### src/rtl/hazard_pkg.sv
// Shared types and constants for the multi-cycle hazard/forwarding controller.
// Used by hazard_unit_mc and hazard_fwd_sel.
package hazard_pkg;

  typedef enum logic [1:0] {
    FWD_RF = 2'b00,
    FWD_W  = 2'b01,
    FWD_M  = 2'b10
  } fwd_sel_e;

  typedef enum logic {
    IDLE = 1'b0,
    BUSY = 1'b1
  } mc_state_e;

  localparam logic [1:0] RESULT_LOAD = 2'b01;

  // Width of the multi-cycle down-counter; never narrower than one bit.
  function automatic int mc_count_width(input int mc_lat);
    return (mc_lat > 2) ? $clog2(mc_lat) : 1;
  endfunction

endpackage

### src/rtl/hazard_fwd_sel.sv
// Per-operand forwarding select for the E stage: M beats W, and x0 is never forwarded.
module hazard_fwd_sel
  import hazard_pkg::*;
#(
  parameter int REG_AW = 5
) (
  input  logic [REG_AW-1:0] rs,
  input  logic [REG_AW-1:0] rd_m,
  input  logic              reg_write_m,
  input  logic [REG_AW-1:0] rd_w,
  input  logic              reg_write_w,
  output logic [1:0]        fwd
);

  fwd_sel_e sel;

  always_comb begin
    sel = FWD_RF;
    if (rs != '0) begin
      if (reg_write_m && (rd_m == rs)) begin
        sel = FWD_M;
      end else if (reg_write_w && (rd_w == rs)) begin
        sel = FWD_W;
      end
    end
  end

  assign fwd = sel;

endmodule

### src/rtl/hazard_unit_mc.sv
// Hazard/forwarding controller for the 5-stage pipeline with multi-cycle Execute ops.
// Optional perf counters are built when HAZARD_PERF_EN is defined.
module hazard_unit_mc
  import hazard_pkg::*;
#(
  parameter int REG_AW = 5,
  parameter int MC_LAT = 4,
  parameter int PERF_W = 32
) (
  input  logic              clk,
  input  logic              rst_n,
  input  logic [REG_AW-1:0] Rs1_D,
  input  logic [REG_AW-1:0] Rs2_D,
  input  logic [REG_AW-1:0] Rs1_E,
  input  logic [REG_AW-1:0] Rs2_E,
  input  logic [REG_AW-1:0] Rd_E,
  input  logic [1:0]        ResultSrc_E,
  input  logic              PCSrc_E,
  input  logic              McStart_E,
  input  logic [REG_AW-1:0] Rd_M,
  input  logic [REG_AW-1:0] Rd_W,
  input  logic              RegWrite_M,
  input  logic              RegWrite_W,
  input  logic              TrapFlush,
  output logic [1:0]        ForwardA_E,
  output logic [1:0]        ForwardB_E,
  output logic              Stall_F,
  output logic              Stall_D,
  output logic              Stall_E,
  output logic              Flush_D,
  output logic              Flush_E,
  output logic              Flush_M,
`ifdef HAZARD_PERF_EN
  output logic [PERF_W-1:0] PerfLwStall,
  output logic [PERF_W-1:0] PerfMcStall,
  output logic [PERF_W-1:0] PerfFlush,
`endif
  output logic              McBusy
);

  localparam int CNT_W = mc_count_width(MC_LAT);
  localparam logic [CNT_W-1:0] CNT_INIT = CNT_W'((MC_LAT > 1) ? (MC_LAT - 2) : 0);
  localparam bit MC_ENABLED = (MC_LAT > 1);

  // ---------------------------------------------------------------
  // Forwarding: one compare slice per E-stage operand
  // ---------------------------------------------------------------
  logic [REG_AW-1:0] rs_e   [2];
  logic [1:0]        fwd_e  [2];

  assign rs_e[0] = Rs1_E;
  assign rs_e[1] = Rs2_E;

  generate
    for (genvar gi = 0; gi < 2; gi++) begin : g_fwd
      hazard_fwd_sel #(
        .REG_AW(REG_AW)
      ) u_fwd_sel (
        .rs          (rs_e[gi]),
        .rd_m        (Rd_M),
        .reg_write_m (RegWrite_M),
        .rd_w        (Rd_W),
        .reg_write_w (RegWrite_W),
        .fwd         (fwd_e[gi])
      );
    end
  endgenerate

  assign ForwardA_E = fwd_e[0];
  assign ForwardB_E = fwd_e[1];

  // ---------------------------------------------------------------
  // Load-use detection
  // ---------------------------------------------------------------
  logic lw_stall;

  assign lw_stall = (ResultSrc_E == RESULT_LOAD) && (Rd_E != '0) &&
                    ((Rs1_D == Rd_E) || (Rs2_D == Rd_E));

  // ---------------------------------------------------------------
  // Multi-cycle occupancy FSM
  // ---------------------------------------------------------------
  mc_state_e        state_reg, state_next;
  logic [CNT_W-1:0] count_reg, count_next;
  logic             mc_start_ok;
  logic             mc_stall;

  // A redirect or trap in the start cycle means the op is squashed, not run.
  assign mc_start_ok = MC_ENABLED && McStart_E && !PCSrc_E && !TrapFlush;

  always_ff @(posedge clk) begin
    if (!rst_n) begin
      state_reg <= IDLE;
      count_reg <= '0;
    end else begin
      state_reg <= state_next;
      count_reg <= count_next;
    end
  end

  always_comb begin
    state_next = state_reg;
    count_next = count_reg;
    if (TrapFlush) begin
      state_next = IDLE;
      count_next = '0;
    end else begin
      case (state_reg)
        IDLE: begin
          if (mc_start_ok) begin
            state_next = BUSY;
            count_next = CNT_INIT;
          end
        end
        BUSY: begin
          if (count_reg == '0) begin
            state_next = IDLE;
          end else begin
            count_next = count_reg - 1'b1;
          end
        end
        default: begin
          state_next = IDLE;
          count_next = '0;
        end
      endcase
    end
  end

  always_comb begin
    mc_stall = 1'b0;
    McBusy   = 1'b0;
    case (state_reg)
      IDLE:    mc_stall = mc_start_ok;
      BUSY: begin
        mc_stall = 1'b1;
        McBusy   = 1'b1;
      end
      default: mc_stall = 1'b0;
    endcase
  end

  // ---------------------------------------------------------------
  // Stage enables / clears; trap overrides everything
  // ---------------------------------------------------------------
  logic redirect;

  assign redirect = PCSrc_E && !mc_stall;

  always_comb begin
    Stall_F = 1'b0;
    Stall_D = 1'b0;
    Stall_E = 1'b0;
    Flush_D = 1'b0;
    Flush_E = 1'b0;
    Flush_M = 1'b0;
    if (TrapFlush) begin
      Flush_D = 1'b1;
      Flush_E = 1'b1;
      Flush_M = 1'b1;
    end else begin
      Stall_F = lw_stall || mc_stall;
      Stall_D = lw_stall || mc_stall;
      Stall_E = mc_stall;
      Flush_M = mc_stall;
      Flush_E = lw_stall || redirect;
      Flush_D = redirect;
    end
  end

`ifdef HAZARD_PERF_EN
  // ---------------------------------------------------------------
  // Saturating event counters: 0 load-use, 1 multi-cycle, 2 control flush
  // ---------------------------------------------------------------
  logic [2:0]        perf_event;
  logic [PERF_W-1:0] perf_reg [3];

  assign perf_event[0] = lw_stall && !TrapFlush;
  assign perf_event[1] = mc_stall && !TrapFlush;
  assign perf_event[2] = TrapFlush || redirect;

  generate
    for (genvar gi = 0; gi < 3; gi++) begin : g_perf
      always_ff @(posedge clk) begin
        if (!rst_n) begin
          perf_reg[gi] <= '0;
        end else if (perf_event[gi] && (perf_reg[gi] != '1)) begin
          perf_reg[gi] <= perf_reg[gi] + 1'b1;
        end
      end
    end
  endgenerate

  assign PerfLwStall = perf_reg[0];
  assign PerfMcStall = perf_reg[1];
  assign PerfFlush   = perf_reg[2];
`endif

`ifndef SYNTHESIS
  // Redirect and multi-cycle start in the same cycle: the start is dropped.
  always_ff @(posedge clk) begin
    if (rst_n) begin
      assert (!(PCSrc_E && McStart_E))
        else $warning("hazard_unit_mc: McStart_E ignored because PCSrc_E is set");
    end
  end
`endif

endmodule

### config.mk
export PLATFORM = sky130hd
export DESIGN_NAME = hazard_unit_mc
export DESIGN_NICKNAME = d
export VERILOG_FILES = /design/src/rtl/hazard_pkg.sv /design/src/rtl/hazard_fwd_sel.sv /design/src/rtl/hazard_unit_mc.sv
export SDC_FILE = /design/constraint.sdc
export NUM_CORES = 1
export LEC_CHECK = 0
export CORE_AREA = 2 2 48 50
export DETAILED_ROUTE_END_ITERATION = 8
export DIE_AREA = 0 0 50 52
export PLACE_DENSITY = 0.77
export SYNTH_ARGS = -nofsm -noshare
export SYNTH_HDL_FRONTEND = slang
export SYNTH_SLANG_ARGS = --single-unit
### constraint.sdc
create_clock -name clk -period 1.6 [get_ports clk]
set_clock_uncertainty 0.1 [all_clocks]
set_input_delay 0.16 -clock clk [delete_from_list [all_inputs] [get_ports clk]]
set_output_delay 0.16 -clock clk [all_outputs]
set_load 0.05 [all_outputs]
Word-level counts from Yosys, hierarchy flattened
Cells that the tools add are included.
{"block": "op_classes", "add_sub_neg": 1, "n_eq_ne": 9, "mux": 19, "bitwise_logic": 2, "n_reduce_logical": 21}
{"cell": "5-bit == test", "n": 6}
{"cell": "5-bit nonzero test", "n": 3}
{"cell": "2-bit 2-to-1 mux", "n": 6}
{"cell": "1-bit 2-to-1 mux", "n": 10}
{"cell": "1-bit logical AND", "n": 9}
{"cell": "2-bit inequality test (second input constant)", "n": 2}
{"cell": "1-bit one-hot mux with 2 select lines", "n": 2}
{"cell": "2-bit one-hot mux with 2 select lines", "n": 1}
{"cell": "1-bit zero test", "n": 3}
{"cell": "1-bit logical OR", "n": 3}
{"cell": "2-bit by 1-bit == test with 1-bit output (second input constant)", "n": 1}
{"cell": "2-bit zero test", "n": 1}
{"cell": "1-bit NOT", "n": 2}
{"cell": "2-bit AND reduction", "n": 1}
{"cell": "2-bit OR reduction", "n": 1}
{"cell": "2-bit by 1-bit subtractor with 2-bit output (second input constant)", "n": 1}
{"block": "totals", "regBits": 3, "in_bits": 44, "output_inout_bits": 11, "word_cells": 54}

Longest topological paths before layout
{"block": "logic_depth", "depth_word": 8, "mapped_depth": 6, "ltp_nobuf": 6}

Modules after synthesis
Synthesis repeated with hierarchy kept, for this count alone.
{"block": "unflattened", "hier_cells": 79, "hier_area_um2": 606.8}
{"mod": "hazard_unit_mc", "instances": 1, "cells_each": 43, "area_each_um2": 341.6, "seq_area_each_um2": 60.1}
{"mod": "hazard_fwd_sel", "instances": 2, "cells_each": 18, "area_each_um2": 132.6, "seq_area_each_um2": 0.0}

Worst setup path after synthesis
Ideal clock, no wire load.
{"block": "synth_timing", "kind": "input-to-output", "startpoint": "in Rs2_E[0]", "endpoint": "out ForwardB_E[0]", "arrival_ns": 2.052, "required_time_ns": 1.340, "setup_slack_ns": -0.712, "path_stages": 4, "path_buffers": 0, "cell_sequence": "xor2_1 -> nor4_1 -> nand3_1 -> nor4b_1"}
{"block": "synth_via", "elab_chain_cells": 5, "word_cells_on_any_way": 8, "cone_classes": "eq/ne: 2; mux: 3; reduce/logical: 3"}
{"element": "from (decl)", "line_no": "hazard_unit_mc.sv:15", "source": "input logic [REG_AW-1:0] Rs2_E,"}
{"element": "5-bit == test", "line_no": "hazard_fwd_sel.sv:22", "source": "end else if (reg_write_w && (rd_w == rs)) begin"}
{"element": "1-bit logical AND", "line_no": "hazard_fwd_sel.sv:22"}
{"element": "1-bit 2-to-1 mux", "line_no": "hazard_fwd_sel.sv:22"}
{"element": "2-bit 2-to-1 mux", "line_no": "hazard_fwd_sel.sv:20", "source": "if (reg_write_m && (rd_m == rs)) begin"}
{"element": "2-bit 2-to-1 mux *", "line_no": "hazard_fwd_sel.sv:19", "source": "if (rs != '0) begin"}
{"element": "to (decl)", "line_no": "hazard_unit_mc.sv:26", "source": "output logic [1:0] ForwardB_E,"}
Every way passes the cells marked *; elsewhere a longest branch is shown, timed or not.

Final worst setup path
{"block": "layout_timing", "startpoint": "in Rd_M[2]", "endpoint": "out ForwardA_E[1]"}
{"block": "layout_via", "elab_chain_cells": 4}
{"element": "from (decl)", "line_no": "hazard_unit_mc.sv:20", "source": "input logic [REG_AW-1:0] Rd_M,"}
{"element": "5-bit == test", "line_no": "hazard_fwd_sel.sv:20"}
{"element": "1-bit logical AND", "line_no": "hazard_fwd_sel.sv:20"}
{"element": "2-bit 2-to-1 mux", "line_no": "hazard_fwd_sel.sv:20"}
{"element": "2-bit 2-to-1 mux", "line_no": "hazard_fwd_sel.sv:19"}
{"element": "to (decl)", "line_no": "hazard_unit_mc.sv:25", "source": "output logic [1:0] ForwardA_E,"}
Every way passes these cells.

==> impl_metrics.env <==
export IMPL_status="completed"
export IMPL_core_rowCount=17
export IMPL_ys_ff_latch=3
export IMPL_fin_nets=205
export IMPL_cts_root_buf="clkbuf_4"
export IMPL_regArea_um2=61.3
export IMPL_yosys_area_top_type="xor2_1"
export IMPL_yosys_area_share_simple_pct=27.8
export IMPL_maxCapViolations=0
export IMPL_grtUsageTotal_pct=21.4
export IMPL_overflow=0
export IMPL_diodes=0
export IMPL_synth_fa_ha_area_share_pct=2.04
export IMPL_vias=869
export IMPL_slew_limit_headroom_pct=78.1
export IMPL_synth_top_family_by_area="XOR/XNOR gates"
export IMPL_clockBufferDepth=2
export IMPL_ys_seq_area_share_pct=9.82
export IMPL_yosys_top_cells_area="xor2_1 (30%), xnor2_1 (11%), dfxtp_1 (9.8%), nor2_1 (5.5%), inv_1 (3.7%)"
export IMPL_peakVddDrop_mv=0.502
export IMPL_worstHoldStart="count_reg[1]"
export IMPL_wire_per_inst_um=14.3
export IMPL_drc=0
export IMPL_syn_num_nets=125
export IMPL_muxShareOfSynthArea_pct=1.64
export IMPL_area_growth_pct=156
export IMPL_start_util_pct=29.1
export IMPL_grt_max_degree=7
export IMPL_numPortBuffers=54
export IMPL_syn_area_um2=612
export IMPL_fmax_ghz=0.634
export IMPL_min_to="count_reg[1]"
export IMPL_finalInstanceArea_mm2=0.00157
export IMPL_avgSynthCellArea_um2=7.65
export IMPL_first_pass_iters=6
export IMPL_rrSetupSlack_ps=310
export IMPL_core_mm2=0.00211
export IMPL_synth_distinct_cells=27
export IMPL_die_y_um=52
export IMPL_ys_flop_type="dfxtp_1"
export IMPL_cts_buffers=3
export IMPL_synth_top_area_share_pct=30.1
export IMPL_synth_compound_area_share_pct=12.3
export IMPL_power_density_mw_per_mm2=375
export IMPL_holdWs_ps=394
export IMPL_final_util_pct=74.3
export IMPL_netlist_instances=80
export IMPL_placed_area_mm2=0.00144
export IMPL_grt_pass1_vias=933
export IMPL_yosys_warnings=0
export IMPL_h_tree_depth=1
export IMPL_worstSkewPairLatency_ps=230
export IMPL_hp_class="register to register"
export IMPL_clock_sinks=3
export IMPL_largest_reg_flops=2
export IMPL_layout_drive_gt1_share_pct=57.9
export IMPL_fillers=152
export IMPL_arrival_ps=1320
export IMPL_place_gp_congestion=0.757
export IMPL_fin_crit_sh_pct=98.6
export IMPL_hpwl_um=2230
export IMPL_period_needed_ps=1580
export IMPL_die_x_um=50
export IMPL_ios=55
export IMPL_antenna_found_initial=0
export IMPL_critPathKind="input port to output pin"
export IMPL_clk_pin_slew_worst_paths_ps=40
export IMPL_synthArstFlopShare_pct=0
export IMPL_grt_pass1_wl_um=4260
export IMPL_r2r_start="count_reg[0]"
export IMPL_worst_r2r_cell_count=5
export IMPL_synth_xor_area_share_pct=41.5
export IMPL_min_path_cells=2
export IMPL_ant_nets=0
export IMPL_hold_viol_final=0
export IMPL_cp_start_kind="input port"
export IMPL_power_leakage_nw=0.674
export IMPL_critPathRequiredTime_ps=1340
export IMPL_drv_slew=0
export IMPL_setup_viol=0
export IMPL_first_iter_violations=14
export IMPL_worstReg2RegEnd="count_reg[1]"
export IMPL_worstMarginPinSlew_ps=327
export IMPL_multi_input_area_um2=718
export IMPL_wirelength_um=2670
export IMPL_fp_dieArea_mm2=0.00260
export IMPL_crit_path_end_kind="output pin"
export IMPL_ctsHoldBuffers=0
export IMPL_rsz0062_at_grt="yes"
export IMPL_synth_edf_count=0
export IMPL_cts_tree="yes"
export IMPL_vias_per_cell=4.65
export IMPL_cp_max_fo=2
==> cells in the mapped netlist (2+ instances only) <==
| cell | n |
|---|---|
| xnor2_1 | 8 |
| dfxtp_1 | 3 |
| inv_1 | 6 |
| a21oi_1 | 3 |
| nand3_1 | 2 |
| nor2_1 | 9 |
| nor4_1 | 3 |
| or4_1 | 2 |
| xor2_1 | 21 |
| nor2b_1 | 2 |
| nor3_1 | 4 |
| or3_1 | 2 |
==> critical path: stages <==
cell and delay, ps:
buf_6 100, xor2_2 170, nor4_2 290, and3_4 240, a21boi_4 200, buf_12 150
==> where the power goes <==
group	internal, mW	switching [mW]	total [mW]
registers	0.0764	0.000772	0.0771
clock network	0.0934	0.0384	0.132
logic	0.201	0.177	0.378
==> worst max path at each step <==
stage,startpoint,endpoint,slack (ps),depth (start not counted)
3_3_place_gp,Rd_E[0],Flush_E,-350,6
6_report,Rd_M[2],ForwardA_E[1],20,6
3_5_place_dp,Rd_E[2],Flush_E,-420,6
5_1_grt,Rd_M[2],ForwardB_E[1],-30,7
2_1_floorplan,Rd_E[2],Stall_F,-70,5
4_1_cts,Rs2_D[4],Flush_E,-30,6
==> through the flow <==
stage / instances / setup TNS (ps) / power, mW / setup WS (ps)
detailed placement: 181 / -2310 / 0.439 / -423
global route: 187 / -61.2 / 0.622 / -27.1
CTS: 187 / -27.1 / 0.574 / -27.1
finish: 187 / 0 / 0.587 / 22.8
floorplan: 80 / -108 / 0.216 / -71.7
global placement: 181 / -2090 / 0.429 / -351
==> cell usage in the layout, fill, tap and decap left out, types with 3 or more instances in the layout <==
master | synthesis | routed
buf_4 | 1 | 22
xor2_2 | 0 | 5
inv_1 | 6 | 6
clkdlybuf4s15_1 | 0 | 5
clkbuf_2 | 0 | 7
buf_2 | 0 | 10
dlygate4sd2_1 | 0 | 7
clkbuf_4 | 0 | 3
buf_12 | 0 | 7
xnor2_1 | 8 | 4
xnor2_2 | 0 | 4
nor2_1 | 9 | 6
buf_6 | 0 | 10
xor2_1 | 21 | 16
clkdlybuf4s50_1 | 0 | 5
==> area by class of cell <==
| type | instances | area share, % |
|---|---|---|
| clock buffers | 4 | 1.68 |
| inverters | 6 | 1.44 |
| multi-input cells | 70 | 45.9 |
| flip-flops and latches | 3 | 3.92 |
| well taps | 28 | 2.24 |
| repair buffers | 76 | 44.8 |
==> routing by layer <==
metal / vias up / GRT usage (%) / part of all wire, %
li1: 434 / - / -
met1: 421 / 24.5 / 39
met2: 14 / 41.7 / 59
met3: 0 / 2.87 / 1.8
met4: 0 / 4.17 / 0
met5: - / 0 / 0
==> cell families after synthesis <==
| family | after synthesis |
|---|---|
| muxes | 1 |
| xor gates and xnor gates | 29 |
| buffers and inverters | 7 |
| adders and majority gates | 1 |
| DFF | 3 |
| and+or+nand+nor | 31 |
| AOI/OAI and AO/OA | 8 |
==> what timing repair did <==
action | 4_1_cts | 5_1_grt
buffers inserted | 2 | 0
resized for setup | 118 | 34
endpoints found under the setup margin | 7 | 7
pin swaps | 29 | 25
(Power assumes the default switching activity.)
==> patch: new RTL, same settings <==
`REG_AW` is set to 5 in 2 places; all go to 4.
--- a/src/rtl/hazard_fwd_sel.sv
+++ b/src/rtl/hazard_fwd_sel.sv
@@ -4,3 +4,3 @@
 #(
-  parameter int REG_AW = 5
+  parameter int REG_AW = 4
 ) (
--- a/src/rtl/hazard_unit_mc.sv
+++ b/src/rtl/hazard_unit_mc.sv
@@ -5,3 +5,3 @@
 #(
-  parameter int REG_AW = 5,
+  parameter int REG_AW = 4,
   parameter int MC_LAT = 4,
Interface: changed (7 resized); port bits go from 55 to 48. No check against the original RTL was run, so the function may have changed too.
==> patch against the original RTL <==
- total power down 5.4%
- sequential cell count stayed put
- wire length down 14%
- count of clock-buffer cells in the layout unchanged
- cell area shrank 12%
- synthesized cell count down 13%
- area after synthesis is 16% lower
- worst setup slack improved by 0.025 ns
- critical endpoint is now ForwardA_E[0]
==> patch: results (changes against the original RTL) <==
- Avg WL per Cell: 14.10 um (was 14.28 um)
- Crit-path slowest cell: xor2_1 (was nor4_2)
- Register-to-register setup slack: between 0.3 and 0.4 ns
- Global-route wire length before repair: 3.498 mm (was 4.264 mm)
- Top area cells in the synthesized netlist: xor2_1 (20%), xnor2_1 (12%), dfxtp_1 (12%) (was xor2_1 (30%), xnor2_1 (11%), dfxtp_1 (9.8%))
- Run status: complete, no violations (unchanged)
- Average size of a mapped cell: 7.346 um2 (was 7.648 um2)
- Critical path destination: ForwardA_E[0] (was ForwardA_E[1])
- Most numerous cell types in the synthesized netlist: xor2_1 (12), inv_1 (7), xnor2_1 (7) (was xor2_1 (21), nor2_1 (9), xnor2_1 (8))
- Fraction of final layout cells sized beyond drive strength 1: 55.56% (was 57.86%)
- GR Util All Layers: 18.14% (was 21.36%)
- Clock-pin transition on the worst setup and hold timing paths: roughly 0.030 ns
- Sequential-to-total area share from yosys stat: 11.68% (was 9.816%)
- Cell area after placement: 1222 um2 (was 1435 um2)
- DR vias: 771 (was 869)
- Post-detailed-routing wire length: 2.299 mm (was 2.671 mm)
- Worst slack at placement: -0.4836 ns (was -0.4226 ns)
- Final Wtd Congestion: 0.7492 (was 0.7567)
- # nets final: 174 (was 205)
- Growth of design area from synthesis to finish: 167.9% (was 155.8%)
- Post-synth cell types: 26 (was 27)
- Portion of the clock cycle consumed by the worst path in the final layout: 97.01% (was 98.58%)
- Leakage Power: 0.5865 nW (was 0.6742 nW)
- Worst hold slack across all endpoints: 0.3827 ns (was 0.3940 ns)
- Launch point of the worst path: Rs1_E[0] (was Rd_M[2])
- Critical path's top delay family: buffers and inverters (was simple AND/OR/NAND/NOR gates)
- Number of detailed-routing iterations run before antenna repair: 4 (was 6)
- Arrival time reported for the critical path endpoint: 1.29 ns (was 1.32 ns)
- Worst supply voltage drop on vdd: 0.0002579 V (was 0.0005021 V)
- Synthesized Nets: 108 (was 125)
- Number of port buffers: 47 (was 54)
- Vias in the first global route: 811 (was 933)
- Placed instance count: 158 (was 181)
- Max-Slew Margin vs Limit: 76.13% (was 78.11%)
- Count of routing violations after the opening detailed-route iteration: 7 (was 14)
- Fillers: 150 (was 152)
- Maximum single-stage delay on the critical path: 0.29 ns (about the same)
- Count of warnings emitted by yosys: 0 (unchanged)
- Detailed placement HPWL: 1.698 mm (was 2.228 mm)
==> patch: cell count changes in the layout (fill, tap and decap cells not counted), moves of 3 or more <==
cell,unedited run,this run
xor2_1,16,6
buf_2,10,2
buf_6,10,3
buf_4,22,17
clkbuf_2,7,11
dlymetal6s2s_1,0,3
==> patch: timing repair <==
item                       4_1_cts  5_1_grt
resized for setup               57       51
setup endpoints to repair        7        7
hold endpoints to repair         0        0
pin swaps                       14       14
buffers inserted                 1        0
hold buffers                     0        0
==> patch: worst min-delay path: cells and delay by family (launching register included) <==
kind,cells,cell delay (ns)
flip-flops,1,0.29
AO/OA/AOI/OAI,1,0.07
buffers and inverters,1,0.06
==> patch: cells by family (layout without fill, tap and decap cells) <==
kind of cell	Yosys count	after routing	synth area share, %
muxes	1	1	1.947
buffers and inverters	8	73	6.571
AOI/OAI and AO/OA	11	11	14.60
DFF	3	3	11.68
adders and majority gates	1	1	2.433
and+or+nand+nor	27	27	30.41
xor gates and xnor gates	19	19	32.36
==> patch: cell type report <==
cell class | instances | area share [%]
Inverter | 7 | 1.907
Timing Repair Buffer | 62 | 43.23
Clock buffer | 4 | 1.907
Tap cell | 28 | 2.543
Sequential cell | 3 | 4.451
Multi-Input combinational cell | 59 | 45.96
==> patch: layer usage <==
layer  wire length [um]  track usage (%)
met5                  0                0
met4                 45            8.796
met3                109            2.299
met2               1426            38.82
met1                717            16.17
==> patch: where the power goes <==
| part | switching (mW) | internal [mW] | leakage (nW) |
|---|---|---|---|
| Clock | 0.0351 | 0.0932 | 0.0150 |
| Sequential | 0.000743 | 0.0764 | 0.0247 |
| Combinational | 0.176 | 0.174 | 0.547 |
| Total | 0.212 | 0.344 | 0.586 |
